**src/rtl/traffic_pkg.sv**
```systemverilog
// Shared encodings and helpers for the N-way traffic light controller family.
package traffic_pkg;

  localparam int unsigned LIGHT_W = 3;

  localparam logic [LIGHT_W-1:0] LIGHT_GREEN  = 3'b001;
  localparam logic [LIGHT_W-1:0] LIGHT_YELLOW = 3'b010;
  localparam logic [LIGHT_W-1:0] LIGHT_RED    = 3'b100;

  typedef enum logic [1:0] {
    PH_ALL_RED = 2'd0,
    PH_GREEN   = 2'd1,
    PH_YELLOW  = 2'd2
  } phase_e;

  // Approach index width; a two-way controller still needs one bit.
  function automatic int unsigned idx_width(input int unsigned n);
    return (n <= 2) ? 1 : $clog2(n);
  endfunction

endpackage

```
**src/rtl/traffic_light_nway_rr_next_sel.sv**
```systemverilog
// Combinational round-robin picker: first demanding non-rest approach after cur, else rest road 0.
module rr_next_sel
  import traffic_pkg::*;
#(
  parameter int unsigned NUM_APPROACH = 2,
  parameter int unsigned IDXW         = 1
) (
  input  logic [NUM_APPROACH-1:0] demand_i,
  input  logic [IDXW-1:0]         cur_i,
  output logic [IDXW-1:0]         next_o
);

  logic        found;
  int unsigned cand;

  // The current owner itself is never a candidate; it must yield to the rest road first.
  always_comb begin
    next_o = '0;
    found  = 1'b0;
    cand   = 0;
    for (int unsigned k = 1; k < NUM_APPROACH; k++) begin
      cand = (32'(cur_i) + k) % NUM_APPROACH;
      if (!found && cand != 0 && demand_i[cand]) begin
        next_o = IDXW'(cand);
        found  = 1'b1;
      end
    end
  end

endmodule

```
**src/rtl/traffic_light_nway.sv**
```systemverilog
// N-approach traffic light controller: latched demand, round-robin service, min/max green,
// yellow and all-red clearance. Approach 0 is the rest road.
module traffic_light_nway
  import traffic_pkg::*;
#(
  parameter int unsigned NUM_APPROACH = 2,
  parameter int unsigned T_MIN_GREEN  = 4,
  parameter int unsigned T_MAX_GREEN  = 16,
  parameter int unsigned T_YELLOW     = 2,
  parameter int unsigned T_ALLRED     = 1
) (
  input  logic                                     clk,
  input  logic                                     rst,
  input  logic [NUM_APPROACH-1:0]                  sensor,
  output logic [LIGHT_W*NUM_APPROACH-1:0]          lights,
  output logic [idx_width(NUM_APPROACH)-1:0]       green_idx,
  output logic [1:0]                               phase
);

  localparam int unsigned IDXW  = idx_width(NUM_APPROACH);
  localparam int unsigned TMAXV = (T_MAX_GREEN > T_YELLOW) ?
                                  ((T_MAX_GREEN > T_ALLRED) ? T_MAX_GREEN : T_ALLRED) :
                                  ((T_YELLOW > T_ALLRED) ? T_YELLOW : T_ALLRED);
  localparam int unsigned TW    = $clog2(TMAXV + 1);

  phase_e                          state_q, state_d;
  logic [IDXW-1:0]                 idx_q, idx_d;
  logic [TW-1:0]                   timer_q, timer_d;
  logic [NUM_APPROACH-1:0]         demand_q, demand_d;
  logic [LIGHT_W*NUM_APPROACH-1:0] lights_q, lights_d;
  logic [IDXW-1:0]                 next_idx;
  logic                            owner_sensor;
  logic                            min_done;

  rr_next_sel #(
    .NUM_APPROACH (NUM_APPROACH),
    .IDXW         (IDXW)
  ) u_rr_next_sel (
    .demand_i (demand_q),
    .cur_i    (idx_q),
    .next_o   (next_idx)
  );

  // Next-state, timer, demand latch and light decode.
  always_comb begin
    state_d      = state_q;
    idx_d        = idx_q;
    timer_d      = timer_q;
    demand_d     = demand_q;
    lights_d     = '0;
    owner_sensor = 1'b0;
    min_done     = (timer_q >= TW'(T_MIN_GREEN - 1));

    for (int unsigned i = 0; i < NUM_APPROACH; i++) begin
      if (idx_q == IDXW'(i)) owner_sensor = sensor[i];
    end

    case (state_q)
      PH_ALL_RED: begin
        if (timer_q == TW'(T_ALLRED - 1)) begin
          state_d = PH_GREEN;
          idx_d   = next_idx;
        end
      end
      PH_GREEN: begin
        if (idx_q == '0) begin
          if (min_done && (|demand_q)) state_d = PH_YELLOW;
        end else if ((min_done && !owner_sensor) || (timer_q == TW'(T_MAX_GREEN - 1))) begin
          state_d = PH_YELLOW;
        end
      end
      PH_YELLOW: begin
        if (timer_q == TW'(T_YELLOW - 1)) state_d = PH_ALL_RED;
      end
      default: state_d = PH_ALL_RED;
    endcase

    if (state_d != state_q)    timer_d = '0;
    else if (timer_q != '1)    timer_d = timer_q + TW'(1);

    // Clearing on GREEN entry overrides a same-cycle sensor set.
    for (int unsigned i = 0; i < NUM_APPROACH; i++) begin
      if (state_d == PH_GREEN && state_q != PH_GREEN && idx_d == IDXW'(i))
        demand_d[i] = 1'b0;
      else if (sensor[i] && !(state_q == PH_GREEN && idx_q == IDXW'(i)))
        demand_d[i] = 1'b1;

      lights_d[LIGHT_W*i +: LIGHT_W] = LIGHT_RED;
      if (idx_d == IDXW'(i)) begin
        if (state_d == PH_GREEN)       lights_d[LIGHT_W*i +: LIGHT_W] = LIGHT_GREEN;
        else if (state_d == PH_YELLOW) lights_d[LIGHT_W*i +: LIGHT_W] = LIGHT_YELLOW;
      end
    end
    demand_d[0] = 1'b0;
  end

  always_ff @(posedge clk or posedge rst) begin
    if (rst) begin
      state_q  <= PH_ALL_RED;
      idx_q    <= '0;
      timer_q  <= '0;
      demand_q <= '0;
      lights_q <= {NUM_APPROACH{LIGHT_RED}};
    end else begin
      state_q  <= state_d;
      idx_q    <= idx_d;
      timer_q  <= timer_d;
      demand_q <= demand_d;
      lights_q <= lights_d;
    end
  end

  assign lights    = lights_q;
  assign green_idx = idx_q;
  assign phase     = state_q;

endmodule
```
**config.mk**
```make
export PLATFORM = sky130hd
export DESIGN_NAME = traffic_light_nway
export DESIGN_NICKNAME = d
export VERILOG_FILES = /design/src/rtl/traffic_pkg.sv /design/src/rtl/traffic_light_nway_rr_next_sel.sv /design/src/rtl/traffic_light_nway.sv
export SDC_FILE = /design/constraint.sdc
export NUM_CORES = 1
export LEC_CHECK = 0
export ABC_CLOCK_PERIOD_IN_PS = 2900
export CAP_MARGIN = 10
export CELL_PAD_IN_SITES_DETAIL_PLACEMENT = 1
export CELL_PAD_IN_SITES_GLOBAL_PLACEMENT = 1
export CORE_ASPECT_RATIO = 1.5
export CORE_UTILIZATION = 40
export CTS_BUF_LIST = sky130_fd_sc_hd__clkbuf_4 sky130_fd_sc_hd__clkbuf_8 sky130_fd_sc_hd__clkbuf_16
export DETAILED_ROUTE_END_ITERATION = 8
export GPL_ROUTABILITY_DRIVEN = 1
export PLACE_DENSITY_LB_ADDON = 0.05
export SYNTH_ARGS = -nofsm -noshare
export SYNTH_HDL_FRONTEND = slang
export SYNTH_HIERARCHICAL = 1
export SYNTH_SLANG_ARGS = --single-unit
```
**constraint.sdc**
```tcl
create_clock -name clk -period 2.9 [get_ports clk]
set_input_delay 0.58 -clock clk [delete_from_list [all_inputs] [get_ports clk]]
set_output_delay 0.58 -clock clk [all_outputs]
set_load 0.01 [all_outputs]
```
==> key figures, run 1 <==
Power
  • Power density over cell area: 1080 nW/µm²
  • Total Power: 1.04 mW
  • Leakage: 0.468 nW
  • Max VDD drop: 0.464 mV

Setup path
  • Critical Path Start: timer_q[0]
  • Setup crit end kind: register
  • CP Data Required Time: 3130 ps
  • Reg2reg path depth: 9
  • Critical Path AT: approximately 2700 ps
  • Crit-path max FO: 6
  • Flop2flop setup slack: 470 ps
  • R2r startpoint: timer_q[0]
  • CP Class: register to register
  • CP startpoint kind: register
  • RR Endpoint: lights[5]

Floorplanning
  • Die width: 38.5 µm
  • Initial Utilization: between 40% and 50%
  • Core area: 1850 µm²
  • Die Area: 2180 µm²
  • Ports: 13
  • Die H: approximately 57 µm
  • # rows: 19

Clock network
  • Clk Tree Root Cell: clkbuf_4
  • CTS resizes: 0
  • CTS tree: done
  • Clk Latency, worst-skew pair: 290 ps
  • Hold Buf Count CTS: 0
  • Clock Sink Count: 15
  • Clock Path Buffers: 2
  • Max H-tree Level: 1
  • CTS Buf Count: 3
  • Post-CTS Setup Bufs: 0
  • Clock transition at the registers of the reported paths: 100 ps

Route
  • Final ANT Viol Nets: 0
  • DR vias: about 570
  • Avg WL per Cell: 13.7 µm
  • First DRT Iteration DRCs: 9
  • Vias/cell: 5.19
  • Total Wirelength: ~1500 µm
  • Drt pass-1 iters: 4
  • DRC: 0

Min path
  • Hold endpoint: demand_q[1]
  • Worst hold path depth: 1
  • Hold WC Path Type: register to register
  • Hold path startpoint: demand_q[1]

Global routing
  • Wire length of the first global-routing pass: 2460 µm
  • Largest net degree at the start of global routing: 16
  • Vias in the first global route: 583
  • Total GRT Usage: 16.2%
  • Initial antenna violation count: 0
  • Remaining Overflow, GRT: 0

STA
  • RSZ-0062 raised after global routing: false
  • Final slew viol count: 0
  • Minimum clock period: 2430 ps
  • Relative slew slack: 62.2%
  • Final period util: 83.7%
  • WHS: 556 ps
  • Worst Skew: 8.51 ps
  • Worst slew pin tran: roughly 570 ps
  • Fin. Hold Viols: 0
  • Fin Setup TNS: 0 ps
  • Setup violators final: 0
  • Max Freq: 412 MHz

Layout
  • # fillers: about 220
  • Final #Nets: 100
  • Final Instance Area: 962 µm²
  • ANT cells: 0
  • Layout cells sized above 1: 19.3%
  • Area growth, synth to finish: 20.5%
  • Final Instance Count excl. Fillers: 109

Synth
  • Post-Syn Nets: 84
  • Synthesized area: 798 µm²
  • Post-synthesis instance total: 73
  • Syn avg cell area: about 11 µm²
  • Syn. warnings: 6

Placement
  • Gpl congestion: just over 0.8
  • Placed Area: 935 µm²
  • Port Buf Inserts: 11
  • Dpl cells: 105
  • DP HPWL: 1170 µm

Job
  • Maxcap violations: 0

Run status
  • Status: finished clean
## registers in the layout, summed over array words and instances, names as in the netlist
register   cells
demand_q       1
green_idx      1
lights         6
phase          2
timer_q        5
## final cells by class
class | count | area [µm²] | share of cell area [%]
multi-input cells | 52 | 398 | 41.4
flip-flops and latches | 15 | 378 | 39.3
repair buffers | 11 | 110 | 11.4
well taps | 21 | 26.3 | 2.73
clock buffers | 3 | 22.5 | 2.34
inverters | 6 | 22.5 | 2.34
clock inverters | 1 | 5.00 | 0.520
## cell usage in the layout, fill, tap and decap left out
cell type        instances
xnor2_1                  1
dfstp_2                  2
and2_2                   1
nand2_1                  2
nor2b_1                  2
dfrtp_1                 13
mux2i_2                  1
ha_1                     7
inv_2                    1
nand4b_1                 1
inv_1                    5
clkbuf_4                 3
nand2b_1                 2
nand3_2                  1
nor2_1                  11
or2_2                    1
nor3_4                   1
o32a_2                   1
and2_1                   1
and3b_2                  1
a21o_1                   1
or2b_1                   1
and3b_1                  1
a31oi_1                  2
a21oi_1                  5
xor2_1                   2
mux2_2                   1
clkinv_2                 1
and3_1                   1
nor2b_4                  1
clkdlybuf4s50_1         11
mux2i_1                  1
a211o_2                  1
a21boi_0                 1
## power breakdown
group          internal, mW  total (mW)  switching [mW]  leakage, nW
logic                 0.274       0.538           0.265        0.261
registers             0.294       0.374          0.0798        0.189
clock network        0.0514       0.123          0.0718       0.0177
## how the worst max path moves through the flow
stage                 to  slack, ps  depth (start not counted)
3_3_place_gp   lights[5]        480                          9
5_1_grt        lights[5]        290                          9
4_1_cts        lights[5]        440                          9
6_report       lights[5]        470                          9
3_5_place_dp   lights[5]        450                          9
2_1_floorplan  lights[5]        650                          9
## metal layers
layer,up-vias,track usage (%),wire length (µm)
li1,277,-,-
met1,273,17.9,635
met2,12,27.4,780
met3,4,2.37,39
met4,0,10.3,37
met5,-,0,0
## per-stage QoR
step           setup slack [ps]  utilization, %
3_3_place_gp                480            50.4
3_5_place_dp                454            50.4
4_1_cts                     445            51.9
5_1_grt                     294            51.9
6_report                    472            51.9
2_1_floorplan               652               -
## critical path: stages (launching register included)
cell and delay (ps):
dfrtp_1 460, ha_1 260, and3_1 210, ha_1 200
and3b_1 210, a211o_2 110, a31oi_1 110, or2_2 300
ha_1 300, or2b_1 220
Power figures use the tool's default switching activity.
==> run 2: changes to the inputs <==
- ABC_CLOCK_PERIOD_IN_PS: 2900 -> 2000
- CORE_UTILIZATION: 40 -> 36
- clock period: 2.9 -> 2 ns (I/O delays scaled with it)
==> run 2 against run 1 <==
The flow now finishes with violations (setup timing). Setup slack lost 660 ps. Utilization increased by 2.6 points. Critical endpoint unchanged. Clock-buffer cell count unchanged. Register-to-register slack got worse by 660 ps. Global-route usage up 2.5 points. First-iteration DRC count fell by 100%. Non-clock buffer count increased by 10. Sequential power up 36%. Clock power up 56%. Die area is 11% higher. Sequential cell count stayed put. Combinational power increased by 110%. Largest cell class unchanged.
==> key figures, run 2 (synthesized netlist as in run 1, its figures left out) <==
Setup path
  • RR Endpoint: lights[5]
  • Crit-path max FO: 3 (-3)
  • Critical Path AT: 2420 ps (-240 ps)
  • Slowest-stage cell, CP: dfrtp_1
  • Most used cell, CP: ha_4
  • Worst Path Buf+Inv: 0 (unchanged)
  • R2r startpoint: timer_q[1]
  • CP startpoint kind: register
  • CP Class: register to register
  • Setup crit end kind: register
  • Crit path cell chain: ha_2 > and3_4 > ha_4 > and3b_1 > a211o_2 > a31oi_4 > or2_4 > ha_4 > or2b_1
  • Cell family with most CP delay: simple AND/OR/NAND/NOR gates
  • Flop2flop setup slack: -190 ps (-660 ps)
  • Reg2reg path depth: 9 (unchanged)
  • CP Data Required Time: 2230 ps (-900 ps)
  • CP peak stage delay: 370 ps (-90 ps)

STA
  • Setup violators final: 7 (+7)
  • Final slew viol count: 0 (unchanged)
  • Worst Skew: 1.52 ps (-6.99 ps)
  • Final worst slack: -188 ps (-660 ps)
  • Max Freq: 457 MHz (+11%)
  • Minimum clock period: 2190 ps (-240 ps)
  • Worst slew pin tran: 580 ps (+13.7 ps)
  • WHS: 458 ps (-98.0 ps)
  • RSZ-0062 raised after global routing: true
  • Final period util: 109% (+26 points)
  • Relative slew slack: 61.3% (-0.92 points)
  • Fin Setup TNS: -537 ps (-537 ps)
  • Fin. Hold Viols: 0 (unchanged)

Route
  • DRC: 0 (unchanged)
  • Drt pass-1 iters: 1 (-3)
  • First DRT Iteration DRCs: 0 (-9)
  • DR vias: 609 (+7.6%)
  • Avg WL per Cell: 14.8 µm (+8.3%)
  • Final ANT Viol Nets: 0 (unchanged)
  • Total Wirelength: 1780 µm (+19%)
  • Vias/cell: 5.08 (-2.3%)

Clock network
  • Max H-tree Level: 1 (unchanged)
  • CTS Buf Count: 3 (unchanged)
  • Clk Tree Root Cell: clkbuf_4
  • Clk Latency, worst-skew pair: 290 ps (about the same)
  • Clock Path Buffers: 2 (unchanged)
  • Clock Sink Count: 15 (unchanged)
  • CTS tree: done
  • Clock transition at the registers of the reported paths: 100 ps (about the same)
  • Hold Buf Count CTS: 0 (unchanged)

Power
  • Power density over cell area: 1650 nW/µm² (+54%)
  • Leakage: 0.518 nW (+11%)
  • Max VDD drop: 0.717 mV (+55%)

Layout
  • Area growth, synth to finish: 40.0%
  • Footprint of the multi-input gates: 474 µm² (+19%)
  • Register area: 378 µm² (unchanged)
  • Final Instance Count excl. Fillers: 120 (+10%)
  • Layout cells sized above 1: 38.8% (+19 points)
  • Commonest cells after routing, fill and taps aside: 13 x dfrtp_1, 11 x clkdlybuf4s50_1, 10 x buf_4
  • ANT cells: 0 (unchanged)
  • Util after Layout: 54.5% (+2.6 points)
  • Number of flip-flops in the largest register: 6 (unchanged)
  • # fillers: 239 (+8.1%)
  • Most common cell after layout, fill and taps aside: dfrtp_1
  • Final #Nets: 110 (+10%)

Placement
  • Gpl congestion: 0.685 (-17%)
  • DP HPWL: 1390 µm (+19%)
  • Dpl cells: 116 (+10%)
  • Port Buf Inserts: 11 (unchanged)

Global routing
  • Largest net degree at the start of global routing: 16 (unchanged)
  • Initial antenna violation count: 0 (unchanged)
  • Remaining Overflow, GRT: 0 (unchanged)
  • Wire length of the first global-routing pass: 3000 µm (+22%)
  • Vias in the first global route: 665 (+14%)
  • Total GRT Usage: 18.8% (+2.5 points)

Floorplanning
  • Die width: 40.5 µm (+5.1%)
  • Die H: 59.7 µm (+5.2%)
  • Ports: 13 (unchanged)
  • # rows: 20 (+1)
  • Die Area: 2410 µm² (+11%)
  • Core area: 2050 µm² (+11%)
  • Initial Utilization: 38.9% (-4.1 points)

Run status
  • Failing checks: setup timing
  • Status: finished, violations left

Min path
  • Hold WC Path Type: primary input to async pin

Job
  • Maxcap violations: 0 (unchanged)
run 2: cell count changes in the layout (fill, tap and decap cells not counted), moves of 2 or more:
| cell | previous run | this run |
|---|---|---|
| ha_2 | 0 | 2 |
| ha_4 | 0 | 2 |
| nor2_2 | 0 | 2 |
| nor2_1 | 11 | 9 |
| and2_4 | 0 | 2 |
| ha_1 | 7 | 3 |
| buf_4 | 0 | 10 |
run 2: per-layer routing:
metal  global-route usage (%)  up-vias  wire, µm
met5                        0        -         0
met4                     10.0        0        46
met1                     18.3      300       662
li1                         -      294         -
met3                     3.35        4        42
met2                     34.2       11      1030
run 2: timing repair:
action | 4_1_cts | 5_1_grt
pin swaps | 3 | 0
endpoints found under the setup margin | 7 | 8
resized for setup | 7 | 1
buffers inserted | 1 | 0
run 2: layout make-up:
class | instances | area share [%]
sequential | 15 | 33.8
clock inverter | 1 | 0.672
clock buffer | 3 | 2.02
multi-input combinational | 52 | 42.4
inverter | 6 | 2.02
timing repair buffer | 21 | 16.6
tap | 22 | 2.46
run 2: per-stage QoR:
stage / instance area (µm²) / setup WS (ps) / power [mW]
floorplan: 845 / -165 / 1.13
global placement: 1060 / -212 / 1.55
detailed placement: 1060 / -248 / 1.59
CTS: 1120 / -188 / 1.89
global route: 1120 / -273 / 2.00
finish: 1120 / -188 / 1.85
run 2: power by group:
part	switching, mW	internal [mW]	leakage, nW
Sequential	0.0807	0.427	0.189
Clock	0.116	0.0761	0.0139
Combinational	0.546	0.600	0.315
Total	0.743	1.10	0.518
run 2: how the worst max path moves through the flow:
| stage | slack (ps) | to | cells after the start | start |
|---|---|---|---|---|
| after floorplan | -170 | lights[5] | 9 | timer_q[0] |
| after global placement | -210 | lights[5] | 9 | timer_q[1] |
| after detailed placement | -250 | lights[5] | 9 | timer_q[0] |
| after CTS | -190 | lights[5] | 9 | timer_q[0] |
| after global routing | -270 | lights[5] | 9 | timer_q[1] |
| final | -190 | lights[5] | 9 | timer_q[1] |
run 2: worst reg2reg max path: stages, from the launching register on:
cell	delay (ps)
dfrtp_1	370
ha_2	190
and3_4	210
ha_4	120
and3b_1	170
a211o_2	310
a31oi_4	200
or2_4	160
ha_4	200
or2b_1	220
==> run 3: changes to the inputs <==
- CORE_ASPECT_RATIO: 1.5 -> default
==> run 3 against run 2 <==
Critical path depth stayed put. Largest cell class unchanged. The run still ends with setup timing left. Die area fell by 0.16%. Register-to-register slack is essentially flat. Non-clock buffer count increased by 2. Via count is 3.9% higher. Final area up 2.4%. Fmax fell by 0.35%. Power increased by 0.12%.
==> key figures, run 3 (synthesized netlist as in run 1, its figures left out) <==
Layout
  • Most common cell after layout, fill and taps aside: dfrtp_1
  • Final Instance Area: 1140 µm² (+2.4%)
  • Final #Nets: 112 (+1.8%)
  • ANT cells: 0 (unchanged)
  • Layout cells sized above 1: 40.0% (+1.2 points)
  • Area growth, synth to finish: 43.3%
  • Commonest cells after routing, fill and taps aside: 13 x dfrtp_1, 12 x buf_4, 11 x clkdlybuf4s50_1
  • Number of flip-flops in the largest register: 6 (unchanged)
  • # fillers: 229 (-4.2%)

Power
  • P_int: 1.11 mW (+0.80%)
  • Leakage: 0.534 nW (+3.1%)
  • Power density over cell area: 1620 nW/µm² (-2.2%)
  • Reg power frac: 27.3% (-0.2 points)
  • P_sw: 0.736 mW (-0.88%)
  • Total Power: 1.85 mW (+0.12%)
  • Max VDD drop: 0.988 mV (+38%)
  • Gate power share: 62.9% (+0.8 points)
  • Clk pwr share: 9.8% (-0.6 points)
  • Switch share: 39.8% (-0.41 points)

STA
  • Setup violators final: 7 (unchanged)
  • RSZ-0062 raised after global routing: true
  • Minimum clock period: 2200 ps (+7.74 ps)
  • Fin. Hold Viols: 0 (unchanged)
  • Worst slew pin tran: 578 ps (-1.61 ps)
  • Max Freq: 455 MHz (-0.35%)
  • Fin Setup TNS: -588 ps (-50.3 ps)
  • Final worst slack: -195 ps (-7.74 ps)
  • Worst Skew: 7.58 ps (+6.06 ps)
  • Relative slew slack: 61.4% (+0.11 points)
  • Final period util: 110% (+0.39 points)
  • Final slew viol count: 0 (unchanged)

Setup path
  • Most used cell, CP: ha_4
  • Reg2reg path depth: 9 (unchanged)
  • Crit path cell chain: ha_2 > and3_4 > ha_4 > and3b_1 > a211o_4 > a31oi_4 > or2_4 > ha_4 > or2b_1
  • CP startpoint kind: register
  • CP Class: register to register
  • Cell family with most CP delay: simple AND/OR/NAND/NOR gates
  • Flop2flop setup slack: -200 ps (about the same)
  • Critical Path AT: 2430 ps (about the same)
  • RR Endpoint: lights[5]
  • Crit-path max FO: 3 (unchanged)
  • CP Data Required Time: 2230 ps (about the same)
  • Setup crit end kind: register
  • CP peak stage delay: 370 ps (about the same)
  • Slowest-stage cell, CP: dfrtp_1
  • Worst Path Buf+Inv: 0 (unchanged)
  • R2r startpoint: timer_q[0]

Run status
  • Status: finished, violations left
  • Failing checks: setup timing

Floorplanning
  • Initial Utilization: 39.5% (+0.58 points)
  • # rows: 16 (-20%)
  • Die H: 49.1 µm (-18%)
  • Ports: 13 (unchanged)
  • Die width: 49.1 µm (+21%)
  • Core area: 2020 µm² (-1.5%)
  • Die Area: 2410 µm² (-0.16%)

Job
  • Maxcap violations: 0 (unchanged)

Min path
  • Hold WC Path Type: primary input to async pin

Global routing
  • Initial antenna violation count: 0 (unchanged)
  • Met2 track utilization from global routing: 30.8% (-3.4 points)
  • Met1 usage: 20.7% (+2.3 points)
  • Met3 Use GR: 3.12% (-0.23 points)
  • Total GRT Usage: 17.8% (-0.91 points)
  • Global route hottest layer: met2
  • Vias in the first global route: 702 (+5.6%)
  • Remaining Overflow, GRT: 0 (unchanged)
  • Largest net degree at the start of global routing: 16 (unchanged)
  • Wire length of the first global-routing pass: 3170 µm (+5.5%)

Clock network
  • Clk Tree Root Cell: clkbuf_4
  • Hold Buf Count CTS: 0 (unchanged)
  • CTS tree: done
  • Clock Sink Count: 15 (unchanged)
  • Clk Latency, worst-skew pair: 290 ps (about the same)
  • Max H-tree Level: 1 (unchanged)
  • Clock transition at the registers of the reported paths: 100 ps (about the same)
  • Clock Path Buffers: 2 (unchanged)
  • CTS Buf Count: 3 (unchanged)

Placement
  • Gpl congestion: 0.710 (+3.6%)
  • Port Buf Inserts: 11 (unchanged)
  • Placed Area: 1060 µm² (-0.12%)
  • DP HPWL: 1340 µm (-3.5%)
  • Pre-CTS setup slack: -222 ps (+26.0 ps)

Route
  • DRC: 0 (unchanged)
  • Drt pass-1 iters: 2 (+1)
  • Vias/cell: 4.98 (-1.8%)
  • Final ANT Viol Nets: 0 (unchanged)
  • DR vias: 633 (+3.9%)
  • Total Wirelength: 1800 µm (+1.0%)
  • Avg WL per Cell: 14.2 µm (-4.6%)
  • First DRT Iteration DRCs: 5 (+5)
run 3: cell types whose count changed in the layout (fill, tap and decap cells not counted), sizes merged:
cell,delta
clkinvlp,-1
buf,+2
clkinv,+1
run 3: worst max path at each step:
stage,slack [ps],cells past startpoint,end,from
after floorplan,-170,9,lights[5],timer_q[0]
after global placement,-210,9,lights[5],timer_q[1]
after detailed placement,-220,9,lights[5],timer_q[0]
after CTS,-200,10,demand_q[1],timer_q[0]
after global routing,-280,9,lights[5],timer_q[1]
final,-200,9,lights[5],timer_q[0]
run 3: layer usage:
layer | up-vias | routed length, µm
met2 | 10 | 932
met3 | 4 | 35
met1 | 317 | 795
met4 | 0 | 34
met5 | - | 0
li1 | 302 | -
run 3: per-stage QoR:
stage / instances / utilization [%] / hold WS [ps]
detailed placement: 120 / 52.2 / 572
floorplan: 73 / - / 300
global placement: 120 / 52.2 / 558
finish: 127 / 56.6 / 458
global route: 127 / 56.6 / 496
CTS: 126 / 55.3 / 477
run 3: what timing repair did:
item,in CTS,in global routing
resized for setup,4,5
setup endpoints to repair,7,7
pin swaps,1,2
cloned,0,0
buffers inserted,2,1
run 3: power groups by stage:
| stage | sequential [mW] | clock [mW] | combinational, mW |
|---|---|---|---|
| after floorplan | 0.561 | 0 | 0.573 |
| after global routing | 0.520 | 0.199 | 1.27 |
| after global placement | 0.496 | 0 | 1.01 |
| final | 0.505 | 0.180 | 1.16 |
| after CTS | 0.506 | 0.191 | 1.11 |
| after detailed placement | 0.506 | 0 | 1.04 |
run 3: cell type report:
type                            instances  area, µm²  area share, %
Multi-Input combinational cell         52        482           42.1
Sequential cell                        15        378           33.0
Timing Repair Buffer                   23        200           17.5
Tap cell                               27       33.8           2.95
Clock buffer                            3       22.5           1.97
Inverter                                6       22.5           1.97
Clock inverter                          1       5.00          0.438
run 3: worst reg2reg max path, cell delays in order (launching register included):
cell and delay (ps):
dfrtp_1 370, ha_2 190, and3_4 200, ha_4 130
and3b_1 180, a211o_4 290, a31oi_4 210, or2_4 160
ha_4 200, or2b_1 220
